==> config.mk <==
export PLATFORM = sky130hd
export DESIGN_NAME = rle_line_decoder
export DESIGN_NICKNAME = d
export VERILOG_FILES = /design/src/rtl/rle_pkg.sv /design/src/rtl/rle_run_bounds.sv /design/src/rtl/rle_line_decoder.sv
export SDC_FILE = /design/constraint.sdc
export NUM_CORES = 1
export LEC_CHECK = 0
export CORE_ASPECT_RATIO = 0.6
export CORE_MARGIN = 2
export CORE_UTILIZATION = 25
export CTS_BUF_LIST = sky130_fd_sc_hd__clkbuf_2 sky130_fd_sc_hd__clkbuf_4 sky130_fd_sc_hd__clkbuf_8
export DETAILED_ROUTE_END_ITERATION = 10
export GPL_ROUTABILITY_DRIVEN = 0
export HOLD_SLACK_MARGIN = 0.08
export MAX_ROUTING_LAYER = met4
export SYNTH_ARGS = -nofsm -noshare
export SYNTH_HDL_FRONTEND = slang
export SYNTH_SLANG_ARGS = --single-unit
==> constraint.sdc <==
create_clock -name CLK -period 6.15 [get_ports CLK]
set_clock_uncertainty 0.2 [all_clocks]
set_input_delay 1.23 -clock CLK [delete_from_list [all_inputs] [get_ports CLK]]
set_output_delay 1.23 -clock CLK [all_outputs]
set_load 0.005 [all_outputs]
==> src/rtl/rle_pkg.sv <==
// Shared types and constants for the RLE line decoder: FSM state encoding,
// run/bound widths and the pixel-index-to-state helper.
package rle_pkg;

   localparam int          RUN_W       = 13;
   localparam int          SUM_W       = RUN_W + 1;
   localparam logic [10:0] IMAGE_W_DEF = 11'd639;
   // Bounds are clipped to IMAGE_W+1, which always fits in one bit more than IMAGE_W.
   localparam int          BND_W       = 12;

   typedef enum logic [1:0] {
      IDLE  = 2'd0,
      LEAD  = 2'd1,
      WHITE = 2'd2,
      TRAIL = 2'd3
   } state_e;

   function automatic state_e state_for(input logic [BND_W-1:0] idx,
                                        input logic [BND_W-1:0] b1,
                                        input logic [BND_W-1:0] b2);
      state_e s;
      if (idx < b1) begin
         s = LEAD;
      end else if (idx < b2) begin
         s = WHITE;
      end else begin
         s = TRAIL;
      end
      return s;
   endfunction

endpackage

==> src/rtl/rle_run_bounds.sv <==
// Combinational run-bound clipper: converts lead/white run lengths into the
// pixel indices where LEAD ends (b1) and WHITE ends (b2), saturated at line length.
module rle_run_bounds
   import rle_pkg::*;
#(
   parameter logic [10:0] IMAGE_W = IMAGE_W_DEF,
   parameter int          RUN_W_P = RUN_W
) (
   input  logic [RUN_W_P-1:0] lead,
   input  logic [RUN_W_P-1:0] white,
   output logic [BND_W-1:0]   b1,
   output logic [BND_W-1:0]   b2
);

   // One extra bit so lead+white cannot wrap before clipping.
   localparam int S_W = RUN_W_P + 1;

   logic [S_W-1:0] line_s;
   logic [S_W-1:0] lead_s;
   logic [S_W-1:0] sum_s;

   assign line_s = S_W'(IMAGE_W) + S_W'(1'b1);
   assign lead_s = S_W'(lead);
   assign sum_s  = lead_s + S_W'(white);

   assign b1 = (lead_s < line_s) ? BND_W'(lead_s) : BND_W'(line_s);
   assign b2 = (sum_s  < line_s) ? BND_W'(sum_s)  : BND_W'(line_s);

endmodule

==> src/rtl/rle_line_decoder.sv <==
// Replays one binary mask line per run triplet (lead black, white, trail black)
// at one pixel per requested cycle. Define RLE_DEC_CHECK_EN to enable the line-length check.
module rle_line_decoder #(
   parameter logic [10:0] IMAGE_W = rle_pkg::IMAGE_W_DEF,
   parameter int          RUN_W   = rle_pkg::RUN_W
) (
   input  logic             CLK,
   input  logic             RST,
   input  logic             load,
   input  logic [RUN_W-1:0] run_lead,
   input  logic [RUN_W-1:0] run_white,
   input  logic [RUN_W-1:0] run_trail,
   input  logic             pix_req,
   output logic             pixel_out,
   output logic             pixel_valid,
   output logic             line_done,
   output logic             busy,
   output logic             overrun,
   output logic             len_err
);
   import rle_pkg::*;

   localparam logic [BND_W-1:0] LAST_IDX = BND_W'(IMAGE_W);

   state_e           state_q, state_d;
   logic [BND_W-1:0] idx_q, idx_d;
   logic [BND_W-1:0] b1_q, b1_d, b2_q, b2_d;
   logic [RUN_W-1:0] pend_lead_q, pend_lead_d;
   logic [RUN_W-1:0] pend_white_q, pend_white_d;
   logic [RUN_W-1:0] pend_trail_q, pend_trail_d;
   logic             pend_v_q, pend_v_d;
   logic             pix_q, pix_d;
   logic             valid_q, valid_d;
   logic             done_q, done_d;
   logic             busy_q, busy_d;
   logic             overrun_q, overrun_d;
   logic             promote_s;
   logic [BND_W-1:0] pb1_s, pb2_s;

   rle_run_bounds #(
      .IMAGE_W (IMAGE_W),
      .RUN_W_P (RUN_W)
   ) u_bounds (
      .lead  (pend_lead_q),
      .white (pend_white_q),
      .b1    (pb1_s),
      .b2    (pb2_s)
   );

   // Next-state, emission and pending-slot control
   always_comb begin
      state_d      = state_q;
      idx_d        = idx_q;
      b1_d         = b1_q;
      b2_d         = b2_q;
      pend_lead_d  = pend_lead_q;
      pend_white_d = pend_white_q;
      pend_trail_d = pend_trail_q;
      pend_v_d     = pend_v_q;
      pix_d        = pix_q;
      valid_d      = 1'b0;
      done_d       = 1'b0;
      overrun_d    = overrun_q;
      promote_s    = 1'b0;

      case (state_q)
         IDLE: begin
            if (pend_v_q) begin
               promote_s = 1'b1;
            end else begin
               promote_s = 1'b0;
            end
         end
         LEAD, WHITE, TRAIL: begin
            if (pix_req) begin
               pix_d   = (state_q == WHITE);
               valid_d = 1'b1;
               if (idx_q == LAST_IDX) begin
                  done_d = 1'b1;
                  idx_d  = '0;
                  if (pend_v_q) begin
                     promote_s = 1'b1;
                  end else begin
                     state_d = IDLE;
                  end
               end else begin
                  idx_d   = idx_q + BND_W'(1'b1);
                  state_d = state_for(idx_q + BND_W'(1'b1), b1_q, b2_q);
               end
            end else begin
               valid_d = 1'b0;
            end
         end
         default: begin
            state_d = IDLE;
         end
      endcase

      // Promotion picks the state for idx 0 directly, so empty runs cost no cycle.
      if (promote_s) begin
         b1_d     = pb1_s;
         b2_d     = pb2_s;
         idx_d    = '0;
         state_d  = state_for('0, pb1_s, pb2_s);
         pend_v_d = 1'b0;
      end else begin
         b1_d = b1_q;
      end

      if (load) begin
         pend_lead_d  = run_lead;
         pend_white_d = run_white;
         pend_trail_d = run_trail;
         pend_v_d     = 1'b1;
         if (pend_v_q && !promote_s) begin
            overrun_d = 1'b1;
         end else begin
            overrun_d = overrun_q;
         end
      end else begin
         pend_v_d = pend_v_d;
      end

      busy_d = (state_d != IDLE);
   end

   // State, index, triplet storage and registered outputs
   always_ff @(posedge CLK or posedge RST) begin
      if (RST) begin
         state_q      <= IDLE;
         idx_q        <= '0;
         b1_q         <= '0;
         b2_q         <= '0;
         pend_lead_q  <= '0;
         pend_white_q <= '0;
         pend_trail_q <= '0;
         pend_v_q     <= 1'b0;
         pix_q        <= 1'b0;
         valid_q      <= 1'b0;
         done_q       <= 1'b0;
         busy_q       <= 1'b0;
         overrun_q    <= 1'b0;
      end else begin
         state_q      <= state_d;
         idx_q        <= idx_d;
         b1_q         <= b1_d;
         b2_q         <= b2_d;
         pend_lead_q  <= pend_lead_d;
         pend_white_q <= pend_white_d;
         pend_trail_q <= pend_trail_d;
         pend_v_q     <= pend_v_d;
         pix_q        <= pix_d;
         valid_q      <= valid_d;
         done_q       <= done_d;
         busy_q       <= busy_d;
         overrun_q    <= overrun_d;
      end
   end

   assign pixel_out   = pix_q;
   assign pixel_valid = valid_q;
   assign line_done   = done_q;
   assign busy        = busy_q;
   assign overrun     = overrun_q;

`ifdef RLE_DEC_CHECK_EN
   localparam int CHK_W = RUN_W + 2;

   logic [CHK_W-1:0] sum_s;
   logic             len_err_q, len_err_d;

   assign sum_s = CHK_W'(pend_lead_q) + CHK_W'(pend_white_q) + CHK_W'(pend_trail_q);

   // Sticky length mismatch, evaluated on the triplet being promoted
   always_comb begin
      len_err_d = len_err_q;
      if (promote_s && (sum_s != (CHK_W'(IMAGE_W) + CHK_W'(1'b1)))) begin
         len_err_d = 1'b1;
      end else begin
         len_err_d = len_err_q;
      end
   end

   // Length-error flag register
   always_ff @(posedge CLK or posedge RST) begin
      if (RST) begin
         len_err_q <= 1'b0;
      end else begin
         len_err_q <= len_err_d;
      end
   end

   assign len_err = len_err_q;
`else
   // Trail run only feeds the length check.
   logic unused_trail_s;
   assign unused_trail_s = ^pend_trail_q;
   assign len_err        = 1'b0;
`endif

endmodule

; ---- After elaboration in Yosys (flattened, before gate mapping)
; Index checks and enable logic that the tools add are counted.
[totals]
mem_count = 0
latchBits = 0
inputBits = 43
romBits = 0
regBits = 70
out_inout_bits = 6
mem_bits_rw = 0
wordCells = 61
[classes]
n_reduce_logical = 11
n_eq_ne = 4
muxes = 26
order_cmp = 6
n_div = 0
shifts = 0
bitwise = 0
n_addsub = 2
mul = 0
[op_table]
columns = operator, count
row1 = 12-bit two-way mux, 6
row2 = "1-bit by 12-bit < comparator with 1-bit output, first input constant", 2
row3 = 12-bit < comparator, 2
row4 = 13-bit by 13-bit adder with 14-bit output, 1
row5 = "14-bit by 10-bit < comparator with 1-bit output, second input constant", 1
row6 = 2-bit two-way mux, 7
row7 = "13-bit by 10-bit < comparator with 1-bit output, second input constant", 1
row8 = "12-bit by 1-bit adder with 12-bit output, second input constant", 1
row9 = "12-bit by 10-bit == test with 1-bit output, second input constant", 1
row10 = 1-bit two-way mux, 12
row11 = 2-bit nonzero test, 4
row12 = 2-bit AND reduction, 3
row13 = "2-bit == test, second input constant", 2
row14 = 3-bit OR reduction, 1
row15 = "2-bit by 1-bit == test with 1-bit output, second input constant", 1
row16 = 2-bit logical NOT, 1
row17 = 1-bit case mux with 2 select lines, 1
row18 = 1-bit logical AND, 1
row19 = 1-bit logical NOT, 1

; ---- Longest topological paths before layout
; Gate-level depths: netlist (run 1).
[depth]
ltp_word = 9
depth_mapped = 13
depth_no_buf = 13

; ---- Cells and area by module
; A second synthesis (run 1) with hierarchy kept.
[unflattened]
cells_unflattened = 453
hier_area_um2 = 4500.6
[by_module_without_submodules]
columns = mod, area_each_um2, cells_per_inst, seq_area_each_um2, instances
row1 = rle_line_decoder, 3601.0, 331, 1751.7, 1
row2 = rle_run_bounds, 899.6, 122, 0.0, 1

; ---- Worst setup path before layout (run 1)
; Ideal clock, no wire load.
[synth_timing]
path_kind = register -> register
startpoint = register idx_q[2]
endpoint = register busy_q (netlist: busy)
path_stages_with_launch = 14
arrival_ns = 2.394
period_less_slack_ns = 2.728
path_buffers = 0
setup_time_ns = 0.134
required_ns = 5.816
slack_ns = 3.422
path_cell_list = dfrtp_1 nand3_1 nor2_1 nand2_1 nor2_1 and3_1 xor2_1 ha_1 o21ai_0 nor2_1 o21ai_0 nand3_1 a221oi_1 nand2_1
[synth_via]
elab_chain_cells = 9
word_cells_on_any_way = 14
cone_classes = 1 x add/sub / 2 x order compare / 1 x eq/ne / 9 x mux / 1 x reduce/logical
[synth_lines]
columns = item, line
row1 = start: declaration, rle_line_decoder.sv:26  ; logic [BND_W-1:0] idx_q, idx_d;
row2 = start signal: assignment, rle_line_decoder.sv:145  ; idx_q <= idx_d;
row3 = 12-bit by 1-bit adder with 12-bit output, rle_line_decoder.sv:88  ; state_d = state_for(idx_q + BND_W'(1'b1), b1_q, b2_q);
row4 = 12-bit < comparator, rle_pkg.sv:24  ; end else if (idx < b2) begin
row5 = 1-bit two-way mux, rle_pkg.sv:24
row6 = 2-bit two-way mux, rle_pkg.sv:22  ; if (idx < b1) begin
row7 = 2-bit two-way mux, rle_line_decoder.sv:78  ; if (idx_q == LAST_IDX) begin
row8 = 2-bit two-way mux, rle_line_decoder.sv:75  ; if (pix_req) begin
row9 = 2-bit two-way mux, rle_line_decoder.sv:66  ; case (state_q)
row10 = 2-bit two-way mux (*), rle_line_decoder.sv:100  ; if (promote_s) begin
row11 = 2-bit nonzero test (*), rle_line_decoder.sv:124  ; busy_d = (state_d != IDLE);
row12 = net busy_d, rle_line_decoder.sv:35  ; logic busy_q, busy_d;
row13 = end signal: assignment, rle_line_decoder.sv:155  ; busy_q <= busy_d;
row14 = end: declaration, rle_line_decoder.sv:35
; The timed path passes the listed nets; every way through them passes the cells marked *.
; A chain may end at the register's enable or synchronous reset.

; ---- Final worst setup path (run 1)
; Ends and elaborated chain as after synthesis.

==> results of run 1 <==
==> layout by cell type (no fill, tap or decap), drive strengths merged, types with 2 or more instances in the layout <==
cell and instances:
nor3b 4, or2 2, clkbuf 9, clkdlybuf4s50 34
nor3 9, xnor2 8, a211oi 4, nand3 14
dfrtp 70, mux2 27, o211ai 2, nor4 3
o221ai 2, nand2 47, ha 36, a21o 9
and2 4, nand2b 3, clkinv 4, o21a 3
nand4 8, nor4b 2, buf 3, inv 29
a21oi 18, a31oi 3, o21ai 38, bufinv 2
xor2 9, a22o 7, a21boi 3, nor2 25
and3 2
==> area by class of cell <==
class,count,share of cell area (%)
multi-input combinational,309,45.0
sequential,70,35.6
timing repair buffer,37,7.37
tap,209,5.31
clock buffer,9,2.52
inverter,29,2.21
clock inverter,7,2.01
==> flip-flops by register name, indices dropped and copies added (netlist names) <==
register      cells
pend_lead_q      13
pend_white_q     13
b1_q             12
b2_q             12
idx_q            12
state_q           2
busy              1
line_done         1
overrun           1
pend_v_q          1
pixel_out         1
pixel_valid       1
==> logic make-up after synthesis <==
| group | count (synthesis) | synth area share (%) |
|---|---|---|
| AO/OA/AOI/OAI | 100 | 15.8 |
| XOR/XNOR | 17 | 3.60 |
| adder cells (fa/ha/maj) | 37 | 11.4 |
| buffers and inverters | 44 | 4.24 |
| flip-flops | 70 | 42.4 |
| multiplexers | 27 | 7.35 |
| other | 1 | 0.0907 |
| AND/OR/NAND/NOR | 127 | 15.2 |
==> per-stage QoR <==
stage                     hold WS (ns)  instance area [um2]
after floorplan                  0.249                 4130
after global placement           0.241                 4700
after detailed placement         0.246                 4700
after CTS                        0.270                 4920
after global routing             0.304                 4920
final                            0.265                 4920
==> worst max-delay path by stage <==
stage              from    endpoint  slack [ns]  cells past startpoint
3_3_place_gp    pix_req  state_q[0]        2.64                      7
3_5_place_dp    pix_req  state_q[0]        2.54                      7
4_1_cts        idx_q[0]        busy        2.83                     11
2_1_floorplan       RST     b1_q[0]        2.95                      1
6_report       idx_q[2]        busy        2.79                     13
5_1_grt        idx_q[2]        busy        2.51                     13
==> per-layer routing <==
metal,up-vias,wire (um),share of wire (%)
met4,0,112,1.1
met3,11,667,6.7
li1,1573,-,-
met1,1574,5460,55
met2,110,3740,37
met5,-,0,0
==> power by group through the flow <==
stage                     Clock, mW  Combinational (mW)  Sequential, mW
after CTS                     0.436               0.502           0.582
after detailed placement          0               0.497           0.591
after global routing          0.458               0.563           0.592
after global placement            0               0.473           0.587
after floorplan                   0               0.361           0.571
final                         0.428               0.502           0.582
==> critical path: stages (launching register included) <==
cell	delay (ns)
dfrtp_1	0.44
nand3_1	0.20
nor2_1	0.37
nand2_1	0.09
nor2_1	0.29
and3_1	0.22
xor2_1	0.27
ha_1	0.30
o21ai_0	0.08
nor2_1	0.05
o21ai_0	0.22
nand3_1	0.10
a221oi_1	0.29
nand2_1	0.10
==> flow_results.org, run 1 <==
** Pwr
- Design internal power :: 0.965 mW
- In this run the power density over the cells is 307 mW/mm2.
- The analysis attributes to cell leakage a power of around 2.1 nW.
- Net switching is 36.2% of the power.
- The clock network burns between 20% and 30% of the power.
- Sequential share of power :: 38.5%
- Net load switching power :: ~0.55 mW
- Comb pwr share :: between 30% and 40%
- VDD sags by at most approximately 0.00012 V.
- The completed layout was analyzed and its total power is between 1.5 and 2 mW.

** Synth
- Dividing the synthesized area by the synthesized cell count gives just under 10 um2.
- Ranked by total cell area, the synthesized netlist is headed by dfrtp_1 (42%), ha_1 (11%), mux2_2 (7.4%), nand2_1 (4.3%), o21ai_0 (3.6%).
- Library cell occupying the most area in the post-synthesis netlist :: dfrtp_1
- Summed over its instances, the top area cell type makes up 42.4% of the synthesized netlist area.
- The netlist uses 52 different library cells.
- The synthesized design contains 70 register bits.
- Count of warnings emitted by yosys :: 0
- Top post-synthesis cells by count :: dfrtp_1 (70), nand2_1 (47), ha_1 (36)
- Synth Instances :: ~420
- Yosys instantiated no cell more often than dfrtp_1.
- Synthesis produced a netlist with a net count of around 500.
- Among all flip-flop cells after synthesis, the most frequent one is dfrtp_1.
- Count of flip-flops with a built-in enable after synthesis :: 0
- In this run the cell area of the synthesized design comes to roughly 0.0041 mm2.
- Sequential-to-total area share from yosys stat :: a little over two fifths
- Proportion of synthesized flip-flops having asynchronous set or reset :: 100%

** Timing
- Post-route setup slack :: 2.79 ns
- The number of endpoints with negative hold slack in the final report was 0.
- Setup violations remaining at the end of the flow were counted as 0.
- Timing would allow up to about 300 MHz.
- Counting I/O delays and the setup requirement, the final critical path takes 3.36 ns.
- Setup repair after global routing left no endpoint under its margin.
- Actual slew at the worst max-slew pin :: 1.03 ns
- Max transition margin :: a little under a third
- Final max-slew violation count :: 0
- The worst path uses between 50 and 60% of the clock period.
- Setup Total Neg Slack :: 0 ns

** Worst setup path
- Depth of the worst register-to-register path :: 13
- STA puts the critical path data required time at approximately 6.2 ns.
- Setup slack on the worst reg-to-reg path comes out at 2.79 ns.
- The critical path is of the flip-flop to flip-flop type.
- Kind of launch point of the worst setup path :: flip-flop
- WP data arrival :: between 3 and 4 ns
- STA classifies the critical path endpoint as a flip-flop.
- In this run the critical register-to-register path is launched from idx_q[2].
- Along the worst path, the maximum fanout reaches 6.
- Worst flop-to-flop path endpoint :: busy

** GRT
- Vias in the first global route :: 3,219
- Global routing usage on met3 :: between 3 and 4%
- Fraction of met1 tracks used by global routing :: between 10% and 20%
- The first global-routing pass estimated roughly 17,000 um of wire.
- Gr usage total :: 12.3%
- Maximum number of pins on one net before global-route repair :: 71
- Remaining Overflow, GRT :: 0
- Number of antenna violations at the first check in global routing :: 0
- Global routing used between 10% and 20% of the available met2 tracks.
- Layer with the highest usage :: met1

** Clock network
- Clock tree synthesis found a total of 70 sinks.
- Gates resized during post-CTS repair numbered 0.
- Hold buffer count at CTS :: 0
- Clock tree synthesis inserted a total of 9 buffers.
- TritonCTS built the clock tree.
- Clock insertion delay at the later pin of the skew report :: 0.37 ns
- In this run the deepest clock path goes through 2 buffers.
- Clock-pin slew on the worst setup and hold paths :: about 0.09 ns
- Root Buffer :: clkbuf_8
- The H-tree generated during clock tree synthesis spans 3 levels.
- In this run the post-CTS setup repair buffer count came out at 0.

** Floorplanning
- Die height :: just over 100 um
- The initial utilization of the core area, before any placement, comes to between 20% and 30%.
- Die X :: 170 um
- Row generation in the floorplan step produced 36 rows.
- Die Area :: between 0.015 and 0.02 mm2
- After floorplanning, the core was sized to cover between 0.015 and 0.02 mm2.
- I/O pin count :: between 40 and 50

** Route
- After detailed routing, the total wire length is about 10000 um.
- Detailed routing inserted a total of 3,268 vias.
- Number of detailed-routing iterations run before antenna repair :: 6
- Number of DRC markers in iteration 0 :: 269
- Dividing the detail-routed wire length by the instance count gives around 15 um.
- DRC violation count after routing :: 0
- In the routed layout, each cell is associated on average with a via count of approximately 4.9.
- Detail Route Antenna Nets :: 0

** Min path
- Cell count of the worst hold path :: 1
- Class of the tightest hold or removal check :: flip-flop to flip-flop
- HP Start :: overrun
- Endpoint with the worst hold slack :: overrun

** Status
- The flow ran to the end, and the final reports show no timing, DRC or antenna violations.

** Finish
- The repair_antennas step left the layout with diodes totalling 0.
- Post-route non-filler standard cell count :: 670
- Ratio of cells with drive above 1 in the final layout :: a little under an eighth
- Summing all flip-flop and latch instances after layout gives approximately 0.0018 mm2.
- Fill cell instance count of the final layout :: roughly 1,700
- Final Core Density :: between 30 and 40%
- The final layout contains about 540 nets.
- Layout area overhead :: 19.0%
- Summing all multi-input logic gate instances after layout gives about 0.0022 mm2.

** Placement
- Number of placed cells counting well taps :: between 600 and 700
- At the placement stage, the worst setup path has a slack of between 2 and 3 ns.
- Placed wire-length estimate :: between 7000 and 8000 um
- In this run the tool buffered the top-level ports with 34 buffer cells.

** Flow run
- Max Cap Viol :: 0
No activity file was read; power rests on OpenSTA's default activity.
==> inputs of run 2 (changes only) <==
- clock period: 6.15 -> 2.7 ns (I/O delays scaled with it)
==> run 2 against run 1 <==
Net effect: total power up 140%; flip-flop and latch count stayed put; first-iteration DRC count down 7.4%; highest routed layer unchanged; the run now ends with setup timing left; combinational power rose to 3.2 times the previous value; via count grew 4.2%; maximum frequency grew 22%; critical endpoint unchanged; critical path type unchanged; non-clock buffer count up 70.
==> flow_results.org, run 2 (synthesis gave the netlist of run 1 again) <==
** Clock network
- Counting every sink on the clock net gives 70.
- The H-tree was split into 3 levels.
- Counting along the longest clock path gives a buffer depth of 2.
- TritonCTS built the clock tree.
- In this run the clock root is driven by a clkbuf_8.
- Clock latency on the worst-skew pair, taken at its later pin, is 0.36 ns.
- Clock-pin slew on the worst setup and hold paths :: 0.07 ns
- Counting the buffers created by CTS gives 9.

** Floorplanning
- For this design the top-level I/O count stands at between 40 and 50.
- Die height :: roughly 100 um
- Rows :: 36
- The floorplan step set the die width to approximately 170 um.
- The region available for standard cell placement spans 0.0162 mm2.
- Initial Utilization :: around 25%
- Die Area :: between 0.015 and 0.02 mm2

** Route
- DRC violation count after routing :: 0
- Summing over every cut layer, the via total after detailed routing is between 3,000 and 4,000.
- The first detailed-routing pass ran for 4 iterations.
- Number of vias per cell :: 4.62
- The count of nets left with antenna violations once routing finished came out at 0.
- Routed Wire Length :: around 11,000 um
- Routed wire length per instance :: around 14 um
- In this run, the number of DRC markers left after iteration 0 of detailed routing was ~250.

** Timing
- Final max-slew violation count :: 0
- Hold is met by roughly 0.28 ns.
- The worst pin sits at a relative slew slack of just under 50%.
- For this run, the top clock speed supported by timing is 365 MHz.
- Subtracting the final worst setup slack from the clock period gives between 2 and 3 ns.
- Actual slew at the worst max-slew pin :: between 0.7 and 0.8 ns
- In the finished design, the share of the clock period the worst path needs comes to 102%.
- Setup repair after global routing could not meet its margin everywhere.
- Hold Fails Final Rpt :: 0
- Once routing completed, OpenROAD measured the worst setup slack at -0.0414 ns.
- Setup violations remaining at the end of the flow were counted as 5.

** GRT
- The number of global-route vias before repair is about 3,600.
- Gr usage total :: between 10% and 20%
- The first global-routing pass estimated ~18,000 um of wire.
- Summed over all layers, the global routing overflow is 0.
- Maximum number of pins on one net before global-route repair :: 39
- Global routing consumed, on the met3 layer, 3.90% of the routing resources.
- Fraction of met1 tracks used by global routing :: between 10% and 20%
- Number of antenna violations at the first check in global routing :: 0
- In the global route stage, met2 resource usage came out at between 10% and 20%.
- Layer with the highest usage :: met1

** Status
- Status :: finished with violations
- The final reports fail on setup timing.

** Min path
- HP Start :: overrun
- Cell count of the worst hold path :: 1
- The tightest min-delay check is of the flip-flop to flip-flop type.
- Endpoint with the worst hold slack :: overrun

** Worst setup path
- The worst register-to-register path has a depth of 11.
- Req. time, crit path :: approximately 2.7 ns
- Worst flop-to-flop path endpoint :: busy
- Critical path class :: flip-flop to flip-flop
- Along the worst path, the maximum fanout reaches 3.
- For the worst setup path, the data arrival time is 2.78 ns.
- Worst path slowest cell :: dfrtp_1
- Dominant delay contributor by cell family on the critical path :: compound AO/OA/AOI/OAI gates
- Longest individual stage delay on the worst path :: between 0.3 and 0.4 ns
- CP bufs+invs :: 1
- The worst setup path is captured at a flip-flop.
- Cells along the critical path :: nand3_2 > buf_4 > nor2_2 > and3_4 > xor2_2 > ha_1 > o2111a_1 > o41ai_2 > a21o_1 > a221oi_2 > nand2_1
- The startpoint identified for the worst register-to-register timing path is idx_q[2].
- STA classifies the critical path startpoint as a flip-flop.
- Setup slack on the worst reg-to-reg path comes out at -0.04 ns.

** Finish
- Post-route non-filler standard cell count :: around 740
- Final Core Density :: a little over a third
- Counting the fill cells in the layout gives between 1,500 and 2,000.
- Commonest non-fill, non-tap cells in the layout :: buf_4 (71), dfrtp_1 (67), nand2_1 (44)
- Ratio of cells with drive above 1 in the final layout :: just over 30%
- For this run, the post-layout net count is 606.
- From synthesis to final layout, the design area changed by 37.0%.
- Antenna diodes :: 0
- Largest registers ranked by flip-flop count :: pend_lead_q (13), pend_white_q (13)
- Leaving out fill and tap cells, the most frequent cell in the layout is buf_4.

** Placement
- Count of input and output buffers :: 34
- Placed wire-length estimate :: roughly 8000 um
- Number of placed cells counting well taps :: about 720
- Post-Place Setup Slack :: -0.306 ns

** Flow run
- Max Cap Viol :: 0

** Pwr
- In this run the power density over the cells is approximately 650 mW/mm2.
- Peak supply drop :: roughly 0.00027 V
- Pleak :: 2.44 nW
run 2: worst max-delay path by stage:
stage                   start         end  slack [ns]  cells past startpoint
6_report             idx_q[2]        busy       -0.04                     11
5_1_grt              idx_q[2]        busy       -0.16                     12
4_1_cts        pend_lead_q[0]     b2_q[7]       -0.06                      9
3_5_place_dp         idx_q[0]  state_q[1]       -0.31                     10
3_3_place_gp         idx_q[0]  state_q[1]       -0.39                     10
2_1_floorplan        idx_q[2]        busy        0.02                     13
run 2: layout make-up:
type | instances | area, um2 | share of cell area, %
Clock inverter | 2 | 10.0 | 0.177
Sequential cell | 70 | 1760 | 31.0
Tap cell | 209 | 262 | 4.62
Clock buffer | 11 | 151 | 2.67
Inverter | 29 | 109 | 1.92
Timing Repair Buffer | 107 | 913 | 16.1
Multi-Input combinational cell | 309 | 2460 | 43.5
run 2: per-layer routing:
layer	vias up	wire length, um
li1	1709	-
met4	0	121
met2	58	4120
met5	-	0
met1	1626	5940
met3	13	418
run 2: stage by stage:
step	setup TNS, ns	area, um2	power (mW)
2_1_floorplan	0	4140	2.12
3_3_place_gp	-1.75	5180	2.66
3_5_place_dp	-2.20	5180	2.70
4_1_cts	-0.184	5550	3.67
5_1_grt	-1.38	5670	3.98
6_report	-0.127	5670	3.70
run 2: power breakdown:
part	internal [mW]	leakage, nW	total (mW)	switching (mW)
clock network	0.365	0.0869	0.766	0.401
registers	1.20	0.873	1.31	0.113
logic	0.794	1.48	1.62	0.830
run 2: timing repair:
action,4_1_cts,5_1_grt
buffers inserted,5,4
hold buffers,0,0
pin swaps,8,19
endpoints found under the setup margin,13,13
gates resized for setup,28,23
run 2: worst reg2reg max path, cell delays in order, from the launching register on:
cell and delay, ns:
dfrtp_1 0.39, nand3_2 0.13, buf_4 0.18, nor2_2 0.19, and3_4 0.23, xor2_2 0.08
ha_1 0.29, o2111a_1 0.23, o41ai_2 0.09, a21o_1 0.21, a221oi_2 0.32, nand2_1 0.09
==> inputs of run 3 (changes only) <==
- CTS_BUF_LIST: sky130_fd_sc_hd__clkbuf_2 sky130_fd_sc_hd__clkbuf_4 sky130_fd_sc_hd__clkbuf_8 -> sky130_fd_sc_hd__clkbuf_4
==> run 3 against run 2 <==
Net effect: total power fell by 6.3%; the flow still finishes with violations (setup timing); sequential power hardly changed; highest routed layer unchanged; clock power decreased by 30%; worst hold slack worse by 0.029 ns; wire length about the same; sequential share of layout area rose by 0.44 points; final cell count down 0.27%; clock-buffer cell count is 2 lower; first-iteration DRC count decreased by 11%; setup slack worse by 0.0058 ns; flip-flop and latch count did not move; combinational power about the same.
==> flow_results.org, run 3 (synthesis gave the netlist of run 1 again) <==
** Clock network
- Clock insertion delay at the later pin of the skew report :: around 0.43 ns
- TritonCTS built the clock tree.
- H-tree depth reported by CTS :: 3
- In this run the clock root is driven by a clkbuf_4.
- Clock-pin slew on the worst setup and hold paths :: around 0.11 ns
- TritonCTS created 9 clock buffers.
- In this run, post-CTS hold repair placed 0 buffers.
- TritonCTS sink count :: 70
- The clock passes through at most 2 buffers.

** Placement
- Count of input and output buffers :: 34
- DP Area :: between 0.005 and 0.006 mm2
- Once detailed placement completed, the half-perimeter wirelength came to between 8000 and 9000 um.
- At the placement stage, the worst setup path has a slack of -0.306 ns.

** Worst setup path
- The worst register-to-register path begins at idx_q[2].
- Worst path slowest cell :: dfrtp_1
- Element type at the critical path end :: flip-flop
- The worst setup path is launched from a flip-flop.
- Highest net fanout along the worst path :: 3
- STA puts the critical path data required time at around 2.8 ns.
- Worst setup startpoint :: idx_q[2]
- Dominant delay contributor by cell family on the critical path :: simple AND/OR/NAND/NOR gates
- Among the stages of the critical path, the cell type that occurs most often is nor2_4.
- The setup path with the least slack is of type flip-flop to flip-flop.
- The critical path goes through nand3_2 > nor2_4 > nand2_2 > nor2_4 > and3_4 > xor2_4 > ha_4 > o2111a_1 > o41ai_2 > a21o_1 > a221oi_2 > nand2_1.
- Longest individual stage delay on the worst path :: between 0.4 and 0.5 ns
- Data arrives at the worst endpoint at 2.85 ns.
- CP bufs+invs :: 0

** GRT
- Layer with the highest usage :: met1
- Vias in the first global route :: around 3,600
- Fraction of met1 tracks used by global routing :: 20.1%
- Across every metal layer, demand over resource in global routing totals a little over an eighth.
- Global routing used 17.2% of the available met2 tracks.
- Remaining Overflow, GRT :: 0
- Global routing usage on met3 :: ~3.7%
- First-pass GRT wire length :: roughly 18,000 um
- Number of antenna violations at the first check in global routing :: 0
- Maximum number of pins on one net before global-route repair :: 39

** Finish
- The multi-input combinational cells in the finished layout cover a total of 0.00247 mm2.
- Fill cell instance count of the final layout :: roughly 1,700
- Cells fill 34.5% of the core in the end.
- Antenna diodes :: 0
- Total number of nets in the final design :: slightly above 600
- Final non-filler cell area :: 0.00559 mm2
- Most common cell after layout, fill and taps aside :: buf_4
- The largest registers in the layout are pend_lead_q (13), pend_white_q (13).
- From synthesis to final layout, the design area changed by 35.1%.
- Sequential standard cell area :: ~0.0018 mm2
- Ratio of cells with drive above 1 in the final layout :: between 20% and 30%
- Commonest non-fill, non-tap cells in the layout :: buf_4 (68), dfrtp_1 (67), nand2_1 (45)

** Floorplanning
- Die height :: roughly 100 um
- For this configuration, the core starts out at a cell density of 25.5%.
- 49 I/O pins were placed.
- Core region area :: approximately 0.016 mm2
- Rows :: 36
- Measured along the x axis, the die boundary spans 170 um.
- Die Area :: 0.0176 mm2

** Timing
- Final setup violating endpoints :: 3
- The number of endpoints with negative hold slack in the final report came to 0.
- Minimum period implied by the final worst setup slack :: 2.75 ns
- Static timing analysis puts the maximum clock frequency at approximately 360 MHz.
- For the pin with the worst max-slew slack, the measured transition is 0.759 ns.
- Max transition margin :: about half
- Setup slack on the critical path of the routed design comes to -0.0472 ns.
- Setup repair after global routing missed its margin :: yes
- Final max-slew violation count :: 0
- Hold timing on the final database bottoms out at a slack of roughly 0.25 ns.
- Period Utilization, post-route :: 102%

** Pwr
- Comb pwr share :: 46.7%
- Net load switching power :: around 1.3 mW
- Total power consumption of the routed design :: around 3.5 mW
- Summed over all cells, the static leakage comes to about 2.4 nW.
- Sequential share of power :: 37.8%
- Power per unit of standard cell area :: 621 mW/mm2
- Per report_power, the clock group accounts for 15.5% of the total.
- VDD sags by at most roughly 0.00024 V.
- The internal portion of the total power is roughly 2.2 mW.
- Fraction of power spent switching nets :: between 30% and 40%

** Min path
- In this run the worst hold path is classified as input pin to asynchronous set/reset pin.

** Route
- The routed layout has between 3,000 and 4,000 vias.
- Number of DRC markers in iteration 0 :: 221
- The detail route stage leaves a number of antenna-violating nets equal to 0.
- For this block, the routed nets add up to ~11,000 um of wire.
- Number of detailed-routing iterations run before antenna repair :: 4
- DRC violation count after routing :: 0
- Routed wire length per instance :: around 14 um
- In the routed layout, each cell is associated on average with a via count of around 4.7.

** Flow run
- Across the run, the number of max-cap violations was 0.

** Status
- The final reports fail on setup timing.
- Status :: finished with violations
-- run 3: cell count changes in the layout (fill, tap and decap cells not counted), sizes merged --
cell    delta
buf        -2
clkbuf     -2
clkinv     +2
-- run 3: repair_timing --
item / CTS / global route
buffers inserted: 4 / 3
pin swaps: 12 / 22
setup endpoints to repair: 13 / 13
gates cloned: 0 / 0
gates resized for setup: 28 / 27
-- run 3: worst reg2reg max path: stages (launching register included) --
cell and delay [ns]:
dfrtp_1 0.41, nand3_2 0.13, nor2_4 0.16, nand2_2 0.08, nor2_4 0.16, and3_4 0.23
xor2_4 0.09, ha_4 0.29, o2111a_1 0.20, o41ai_2 0.09, a21o_1 0.21, a221oi_2 0.31
nand2_1 0.09
-- run 3: final timing paths --
kind	cells after the start	endpoint	slack, ns
min reg2reg	1	overrun	0.28
max	12	busy	-0.05
min in group CLK	1	overrun	0.28
min	2	busy	0.25
max in group asynchronous	3	b2_q[7]	1.54
max reg2reg	12	busy	-0.05
-- run 3: per-stage QoR --
stage               cells  setup TNS [ns]
global placement      715           -1.75
floorplan             423               0
CTS                   732          -0.138
global route          735           -1.16
detailed placement    715           -2.20
finish                735          -0.103
-- run 3: power groups by stage --
stage               clock network [mW]  logic (mW)  registers [mW]
floorplan                            0       0.823            1.30
global placement                     0        1.35            1.31
detailed placement                   0        1.39            1.32
CTS                              0.568        1.57            1.30
global route                     0.611        1.81            1.33
finish                           0.537        1.62            1.31
-- run 3: area by class of cell --
cell class	instances	share of cell area, %
sequential	70	31.4
clock buffer	9	1.21
timing repair buffer	105	16.1
multi-input combinational	309	44.3
inverter	29	1.95
clock inverter	4	0.314
tap	209	4.68
-- run 3: layer usage --
metal | part of all wire, % | routed length, um
met4 | 0.73 | 77
met3 | 5.2 | 551
met5 | 0 | 0
met2 | 39 | 4160
met1 | 55 | 5820
